### src/rtl/eth_rx_key_extract_pkg.sv
// Shared constants, FSM encoding and flag layout for the RX flow-key extractor.
package key_extract_pkg;

    localparam logic [15:0] ETHERTYPE_IPV4 = 16'h0800;
    localparam logic [7:0]  IPV4_VER_IHL   = 8'h45;
    localparam logic [7:0]  PROTO_TCP      = 8'd6;
    localparam logic [7:0]  PROTO_UDP      = 8'd17;

    localparam int unsigned FLAG_LOOKUP   = 0;
    localparam int unsigned FLAG_TCP      = 1;
    localparam int unsigned FLAG_PORT_LSB = 2;
    localparam int unsigned FLAG_PORT_MSB = 3;

    typedef enum logic [1:0] {
        S_B0,
        S_HDR,
        S_TAIL,
        S_SKIP
    } kx_state_t;

    // Byte n of a 64-bit beat, byte 0 in the low lane.
    function automatic logic [7:0] beat_byte(input logic [63:0] data, input int unsigned n);
        return data[8*n +: 8];
    endfunction

endpackage

### src/rtl/eth_rx_key_extract_if.sv
// MAC RX stream (no tready) and lookup-engine key handshake interfaces.
interface axis_rx_if;
    logic        s_axis_rx_tvalid;
    logic [63:0] s_axis_rx_tdata;
    logic [7:0]  s_axis_rx_tkeep;
    logic        s_axis_rx_tlast;
    logic        s_axis_rx_tuser;

    modport master (output s_axis_rx_tvalid, s_axis_rx_tdata, s_axis_rx_tkeep,
                           s_axis_rx_tlast, s_axis_rx_tuser);
    modport slave  (input  s_axis_rx_tvalid, s_axis_rx_tdata, s_axis_rx_tkeep,
                           s_axis_rx_tlast, s_axis_rx_tuser);
endinterface

interface key_lookup_if #(
    parameter int KEY_SIZE = 96
);
    logic [KEY_SIZE-1:0] in_key;
    logic [3:0]          in_flag;
    logic                in_valid;
    logic                in_ready;

    modport master (output in_key, in_flag, in_valid, input  in_ready);
    modport slave  (input  in_key, in_flag, in_valid, output in_ready);
endinterface

### src/rtl/eth_rx_key_extract_key_fifo.sv
// Synchronous first-word-fall-through FIFO; head word is zero while empty.
module key_fifo #(
    parameter int WIDTH = 100,
    parameter int DEPTH = 4
) (
    input  logic             clk,
    input  logic             rst,
    input  logic             wr_en,
    input  logic [WIDTH-1:0] wr_data,
    input  logic             rd_en,
    output logic [WIDTH-1:0] rd_data,
    output logic             full,
    output logic             empty
);
    localparam int AW = (DEPTH > 1) ? $clog2(DEPTH) : 1;
    localparam logic [AW:0] DEPTH_C = (AW+1)'(DEPTH);

    logic [WIDTH-1:0] mem [DEPTH];
    logic [AW-1:0]    wr_ptr;
    logic [AW-1:0]    rd_ptr;
    logic [AW:0]      count;
    logic             rd_ok;
    logic             wr_ok;

    assign empty = (count == '0);
    assign full  = (count == DEPTH_C);
    assign rd_ok = rd_en && !empty;
    // A pop in the same cycle frees the slot a push into a full FIFO needs.
    assign wr_ok = wr_en && (!full || rd_ok);
    assign rd_data = empty ? '0 : mem[rd_ptr];

    always_ff @(posedge clk) begin
        if (wr_ok) begin
            mem[wr_ptr] <= wr_data;
        end
    end

    always_ff @(posedge clk) begin
        if (rst) begin
            wr_ptr <= '0;
            rd_ptr <= '0;
            count  <= '0;
        end else begin
            if (wr_ok) wr_ptr <= wr_ptr + AW'(1);
            if (rd_ok) rd_ptr <= rd_ptr + AW'(1);
            case ({wr_ok, rd_ok})
                2'b10:   count <= count + (AW+1)'(1);
                2'b01:   count <= count - (AW+1)'(1);
                default: count <= count;
            endcase
        end
    end

endmodule

### src/rtl/eth_rx_key_extract.sv
// Ethernet/IPv4/TCP-UDP header parser building a 96-bit flow key into a FWFT queue.
// Optional KEY_EXTRACT_STATS_EN adds pkt_cnt/key_cnt outputs.
module eth_rx_key_extract
    import key_extract_pkg::*;
#(
    parameter int         KEY_SIZE   = 96,
    parameter int         FIFO_DEPTH = 4,
    parameter logic [1:0] PORT_ID    = 2'd0
) (
    input  logic         clk156,
    input  logic         eth_rst,
    axis_rx_if.slave     rx,
    key_lookup_if.master lkp,
    output logic [15:0]  drop_cnt
`ifdef KEY_EXTRACT_STATS_EN
    ,
    output logic [31:0]  pkt_cnt,
    output logic [31:0]  key_cnt
`endif
);

    kx_state_t   state_q, state_d;
    logic [2:0]  beat_q, beat_d;
    logic        is_tcp_q, is_tcp_d;
    logic [31:0] ip_src_q, ip_src_d;
    logic [31:0] ip_dst_q, ip_dst_d;
    logic [15:0] sport_q, sport_d;
    logic [15:0] dport_q, dport_d;
    logic        push;
    logic        pop;
    logic        fifo_full;
    logic        fifo_empty;
    logic [3:0]  push_flag;
    logic [KEY_SIZE+3:0] fifo_rd_data;
    logic [63:0] d;
    logic        beat_last;

    assign d         = rx.s_axis_rx_tdata;
    assign beat_last = rx.s_axis_rx_tvalid && rx.s_axis_rx_tlast;

    always_ff @(posedge clk156) begin
        if (eth_rst) begin
            state_q  <= S_B0;
            beat_q   <= '0;
            is_tcp_q <= 1'b0;
            ip_src_q <= '0;
            ip_dst_q <= '0;
            sport_q  <= '0;
            dport_q  <= '0;
        end else begin
            state_q  <= state_d;
            beat_q   <= beat_d;
            is_tcp_q <= is_tcp_d;
            ip_src_q <= ip_src_d;
            ip_dst_q <= ip_dst_d;
            sport_q  <= sport_d;
            dport_q  <= dport_d;
        end
    end

    // Fields use their next-state values so a frame ending on beat 4 commits the fresh capture.
    always_comb begin
        state_d  = state_q;
        beat_d   = beat_q;
        is_tcp_d = is_tcp_q;
        ip_src_d = ip_src_q;
        ip_dst_d = ip_dst_q;
        sport_d  = sport_q;
        dport_d  = dport_q;
        push     = 1'b0;
        if (rx.s_axis_rx_tvalid) begin
            case (state_q)
                S_B0: begin
                    state_d = S_HDR;
                    beat_d  = 3'd1;
                end
                S_HDR: begin
                    beat_d = beat_q + 3'd1;
                    case (beat_q)
                        3'd1: begin
                            if ({beat_byte(d, 4), beat_byte(d, 5)} != ETHERTYPE_IPV4 ||
                                beat_byte(d, 6) != IPV4_VER_IHL)
                                state_d = S_SKIP;
                        end
                        3'd2: begin
                            if (beat_byte(d, 7) != PROTO_TCP && beat_byte(d, 7) != PROTO_UDP)
                                state_d = S_SKIP;
                            is_tcp_d = (beat_byte(d, 7) == PROTO_TCP);
                        end
                        3'd3: begin
                            ip_src_d = {beat_byte(d, 2), beat_byte(d, 3),
                                        beat_byte(d, 4), beat_byte(d, 5)};
                            ip_dst_d[31:16] = {beat_byte(d, 6), beat_byte(d, 7)};
                        end
                        default: begin
                            ip_dst_d[15:0] = {beat_byte(d, 0), beat_byte(d, 1)};
                            sport_d        = {beat_byte(d, 2), beat_byte(d, 3)};
                            dport_d        = {beat_byte(d, 4), beat_byte(d, 5)};
                            state_d        = S_TAIL;
                            push           = rx.s_axis_rx_tlast && rx.s_axis_rx_tuser;
                        end
                    endcase
                end
                S_TAIL: push = rx.s_axis_rx_tlast && rx.s_axis_rx_tuser;
                default: ;
            endcase
            if (rx.s_axis_rx_tlast) begin
                state_d = S_B0;
                beat_d  = '0;
            end
        end
    end

    always_comb begin
        push_flag = '0;
        push_flag[FLAG_LOOKUP] = 1'b1;
        push_flag[FLAG_TCP]    = is_tcp_d;
        push_flag[FLAG_PORT_MSB:FLAG_PORT_LSB] = PORT_ID;
    end

    assign pop = lkp.in_valid && lkp.in_ready;

    key_fifo #(
        .WIDTH (KEY_SIZE + 4),
        .DEPTH (FIFO_DEPTH)
    ) u_key_fifo (
        .clk     (clk156),
        .rst     (eth_rst),
        .wr_en   (push),
        .wr_data ({ip_src_d, ip_dst_d, sport_d, dport_d, push_flag}),
        .rd_en   (lkp.in_ready),
        .rd_data (fifo_rd_data),
        .full    (fifo_full),
        .empty   (fifo_empty)
    );

    assign lkp.in_valid = !fifo_empty;
    assign {lkp.in_key, lkp.in_flag} = fifo_rd_data;

    always_ff @(posedge clk156) begin
        if (eth_rst) begin
            drop_cnt <= '0;
        end else if (push && fifo_full && !pop && drop_cnt != 16'hFFFF) begin
            drop_cnt <= drop_cnt + 16'd1;
        end
    end

`ifdef KEY_EXTRACT_STATS_EN
    always_ff @(posedge clk156) begin
        if (eth_rst) begin
            pkt_cnt <= '0;
            key_cnt <= '0;
        end else begin
            if (beat_last) pkt_cnt <= pkt_cnt + 32'd1;
            if (push && (!fifo_full || pop)) key_cnt <= key_cnt + 32'd1;
        end
    end
`else
    logic unused_last;
    assign unused_last = beat_last;
`endif

endmodule

### src/flat_wrapper.sv
// flat-port wrapper written by rule: the top's interface ports become plain ports
module eth_rx_key_extract_flat import key_extract_pkg::*;
#(
    parameter int         KEY_SIZE   = 96,
    parameter int         FIFO_DEPTH = 4,
    parameter logic [1:0] PORT_ID    = 2'd0
)
  (clk156, eth_rst, drop_cnt, rx_s_axis_rx_tvalid, rx_s_axis_rx_tdata, rx_s_axis_rx_tkeep, rx_s_axis_rx_tlast, rx_s_axis_rx_tuser, lkp_in_key, lkp_in_flag, lkp_in_valid, lkp_in_ready);
  axis_rx_if rx_i ();
  key_lookup_if #(.KEY_SIZE(KEY_SIZE)) lkp_i ();
  input  logic clk156;
  input  logic eth_rst;
  output logic [15:0] drop_cnt;
  input wire logic [$bits(rx_i.s_axis_rx_tvalid)-1:0] rx_s_axis_rx_tvalid;
  input wire logic [$bits(rx_i.s_axis_rx_tdata)-1:0] rx_s_axis_rx_tdata;
  input wire logic [$bits(rx_i.s_axis_rx_tkeep)-1:0] rx_s_axis_rx_tkeep;
  input wire logic [$bits(rx_i.s_axis_rx_tlast)-1:0] rx_s_axis_rx_tlast;
  input wire logic [$bits(rx_i.s_axis_rx_tuser)-1:0] rx_s_axis_rx_tuser;
  output wire logic [$bits(lkp_i.in_key)-1:0] lkp_in_key;
  output wire logic [$bits(lkp_i.in_flag)-1:0] lkp_in_flag;
  output wire logic [$bits(lkp_i.in_valid)-1:0] lkp_in_valid;
  input wire logic [$bits(lkp_i.in_ready)-1:0] lkp_in_ready;
  assign rx_i.s_axis_rx_tvalid = rx_s_axis_rx_tvalid;
  assign rx_i.s_axis_rx_tdata = rx_s_axis_rx_tdata;
  assign rx_i.s_axis_rx_tkeep = rx_s_axis_rx_tkeep;
  assign rx_i.s_axis_rx_tlast = rx_s_axis_rx_tlast;
  assign rx_i.s_axis_rx_tuser = rx_s_axis_rx_tuser;
  assign lkp_in_key = lkp_i.in_key;
  assign lkp_in_flag = lkp_i.in_flag;
  assign lkp_in_valid = lkp_i.in_valid;
  assign lkp_i.in_ready = lkp_in_ready;
  eth_rx_key_extract #(.KEY_SIZE(KEY_SIZE), .FIFO_DEPTH(FIFO_DEPTH), .PORT_ID(PORT_ID)) u_core (.clk156(clk156), .eth_rst(eth_rst), .rx(rx_i), .lkp(lkp_i), .drop_cnt(drop_cnt));
endmodule
### config.mk
export PLATFORM = sky130hd
export DESIGN_NAME = eth_rx_key_extract_flat
export DESIGN_NICKNAME = d
export VERILOG_FILES = /design/src/rtl/eth_rx_key_extract_pkg.sv /design/src/rtl/eth_rx_key_extract_if.sv /design/src/rtl/eth_rx_key_extract_key_fifo.sv /design/src/rtl/eth_rx_key_extract.sv /design/src/flat_wrapper.sv
export SDC_FILE = /design/constraint.sdc
export NUM_CORES = 1
export LEC_CHECK = 0
export CORE_MARGIN = 1.5
export CORE_UTILIZATION = 56
export DETAILED_ROUTE_END_ITERATION = 7
export GPL_TIMING_DRIVEN = 0
export PLACE_DENSITY_LB_ADDON = 0.3
export SKIP_LAST_GASP = 1
export SYNTH_ARGS = -nofsm -noshare
export SYNTH_HDL_FRONTEND = slang
export SYNTH_SLANG_ARGS = --single-unit
### constraint.sdc
create_clock -name clk156 -period 10.3 [get_ports clk156]
set_clock_uncertainty 0.1 [all_clocks]
set_input_delay 2.06 -clock clk156 [delete_from_list [all_inputs] [get_ports clk156]]
set_output_delay 2.06 -clock clk156 [all_outputs]
set_load 0.005 [all_outputs]
==> results.toml <==
[synth]
synth_seq_cells = 515
synthArstFlopShare = 0
synth_area_um2 = 20100
synth_top_area_frac = 0.579
yosys.area_share.simple = 0.0881
synth_top_family_by_area = "multiplexers"
ys_seq_area_frac = 0.705
synth_warnings = 0
synth_area_leaders = "edfxtp_1 (58%), dfxtp_1 (13%), mux4_2 (11%)"
synth.distinct_cells = 52
synthTopCellsByCount = "edfxtp_1 (388), dfxtp_1 (127), and2_1 (102)"
ys.flop_type = "edfxtp_1"
yosys.area.top_type = "edfxtp_1"
synth-edff-count = 388
synthXorXnorAreaFrac = 0.00218
synthAdderAreaFrac = 0.00783
syn_area_per_cell_um2 = 17.7
yosysMostFrequentCell = "edfxtp_1"
muxShareOfSynthArea = 0.164
syn_inst = 1135
synth-compound-area-share = 0.0174

[clock_tree]
path_clk_slew_ps = 60
post-cts-setup-buffers = 0
clkSinkCount = 515
tritoncts = "done"
root_buffer = "clkbuf_16"
cts_resized = 0
h-tree-depth = 2
clock_path_buffers = 3
cts-hold-fix-buffers = 0
worst_skew_pair.late_latency_ps = 560
numCtsBuffers = 50

[drt]
wirelength_um = 42600
drt-initial-drc-count = 677
via_per_inst = 5.70
drc = 0
vias = 10700
drt_first_pass_iters = 5
ant_nets = 0
wire_per_inst_um = 22.6

[grt]
grt_pass1_wl_um = 63700
antenna_found_initial = 3
grt_max_degree = 54
grtUsageTotal = 0.233
grt_pass1_vias = 11200
grt.overflow.total = 0

[placed_design]
port_buffers = 183
place_congestion = 0.808
dp_cells = 1785
detailed_place_hpwl_um = 26900

[sta]
finalHoldWorstSlack_ps = 397
finalSetupTns_ps = 0
period_needed_ps = 6010
setup_violations = 0
slew_headroom = 0.312
fmax_mhz = 166
finalMaxSlewViolations = 0
hold_violations = 0
tightest_slew_ps = 1030
grt_setup_unrepaired = "no"
finalCritPeriodShare = 0.583

[floorplan]
rows = 69
die-area_um2 = 37100
die_y_um = 193
start_util = 0.567
core_area_um2 = 35500
die_w_um = 193
ios = 195

[critical_path]
crit_arrival_ps = 3850
r2r_end = "u_core.u_key_fifo.mem[2][40]"
reg2reg_depth = 8
worst_path_most_repeated_cell = "clkbuf_1"
crit_family = "buffers and inverters"
regToRegStartpoint = "u_core.beat_q[0]"
crit_chain = "or3_2, clkbuf_1, clkbuf_1, clkbuf_1, and2_1, clkdlybuf4s50_1"
cpPeakStageDelay_ps = 760
cp-start-kind = "register"
setup.worst_path.class = "register to output pin"
cp.buffers_inverters = 4
required_ps = 8140
slowest_stage = "clkbuf_1"
reg2reg_slack_ps = 6670
critPathCaptureType = "output pin"
path_max_fanout = 10

[worst_hold_path]
hp-start = "u_core.drop_cnt[9]"
hold_end = "u_core.drop_cnt[9]"
hold_path_depth = 2
hold_path_class = "register to register"

[finish]
final_cells = 1880
drive_gt1_frac = 0.211
fillerInstances = 2363
synthToLayoutAreaGrowth_pct = 20.8
nets = 1466

[flow_run]
drv_cap = 0

[power_and_ir_drop]
p_leak_nw = 7.82
powerDensity_nw_per_um2 = 191
max-vdd-ir-drop_mv = 0.140

[run_status]
status = "finished, final reports clean"
-- cell type report --
type,instances,area [um2],share of cell area
sequential,515,14200,0.584
clock inverter,11,126,0.00520
buffer,63,269,0.0111
inverter,12,45.0,0.00185
timing repair buffer,188,1970,0.0810
antenna,2,5.00,0.000206
tap,461,577,0.0237
multi-input combinational,546,5640,0.232
clock buffer,82,1500,0.0615
-- registers in the layout (all words and copies together) (netlist names), named ones only --
| name | cells |
|---|---|
| u_core.u_key_fifo.mem | 388 |
| u_core.ip_dst_q | 32 |
| u_core.ip_src_q | 32 |
| u_core.dport_q | 16 |
| u_core.drop_cnt | 16 |
| u_core.sport_q | 16 |
| u_core.beat_q | 3 |
| u_core.u_key_fifo.count | 3 |
| u_core.state_q | 2 |
| u_core.u_key_fifo.rd_ptr | 2 |
| u_core.u_key_fifo.wr_ptr | 2 |
| u_core.is_tcp_q | 1 |
-- power by group --
| part | internal [W] | leakage, nW | switching, W |
|---|---|---|---|
| logic | 0.000364 | 2.68 | 0.000253 |
| clock network | 0.00106 | 0.782 | 0.000732 |
| registers | 0.00222 | 4.35 | 0.00000477 |
-- worst max path at each step --
stage                          startpoint  depth (start not counted)  slack (ps)                      endpoint
6_report       u_core.u_key_fifo.count[0]                          6        4290                lkp_in_key[81]
5_1_grt        u_core.u_key_fifo.count[0]                          6        4100                lkp_in_key[81]
4_1_cts        u_core.u_key_fifo.count[0]                          6        4260                lkp_in_key[81]
3_3_place_gp           rx_s_axis_rx_tlast                          5        2130  u_core.u_key_fifo.mem[0][40]
3_5_place_dp   u_core.u_key_fifo.count[0]                          6        4880                lkp_in_key[83]
2_1_floorplan          rx_s_axis_rx_tlast                          4        4770   u_core.u_key_fifo.mem[0][0]
-- routing by layer --
layer,part of all wire,GRT usage,vias to the layer above
met1,0.42,0.306,5500
met4,0.023,0.0757,2
met5,0.00028,0,-
li1,-,-,4842
met2,0.50,0.395,320
met3,0.059,0.0436,59
-- through the flow --
stage               setup slack [ps]  cell area, um2  total power [W]  utilization
floorplan                       4770           20100          0.00255            -
global placement                2130           22500          0.00289        0.635
detailed placement              4880           22700          0.00289        0.640
CTS                             4260           24300          0.00467        0.685
global route                    4100           24300          0.00479        0.685
finish                          4290           24300          0.00464        0.685
-- kinds of logic (layout without fill, tap and decap cells) --
group           Yosys count  count (layout)
mux                     196             196
other cells               1               4
xor+xnor                  5               5
simple gates            277             277
flops                   515             515
compound gates           54              54
fa+ha+maj                12              12
buf+inv                  75             356
-- cells in the final DEF, fill, tap and decap left out, types with 6 or more instances in the layout --
| cell | n |
|---|---|
| mux4_2 | 97 |
| mux2_2 | 96 |
| o21ai_0 | 6 |
| inv_1 | 12 |
| nand2_1 | 8 |
| dfxtp_1 | 127 |
| nor2_1 | 13 |
| or4_1 | 10 |
| o31ai_1 | 11 |
| nor2b_1 | 97 |
| nor4b_1 | 6 |
| clkbuf_8 | 6 |
| and2_1 | 98 |
| a21oi_1 | 21 |
| edfxtp_1 | 388 |
| clkbuf_16 | 53 |
| ha_1 | 11 |
| clkbuf_1 | 63 |
| clkdlybuf4s50_1 | 183 |
| nand3_1 | 9 |
| buf_2 | 17 |
-- tightest hold or removal path: stages, from the launching register on --
cell and delay (ps):
dfxtp_1 330, o31ai_1 70, a21oi_1 60
(Power assumes the default switching activity.)
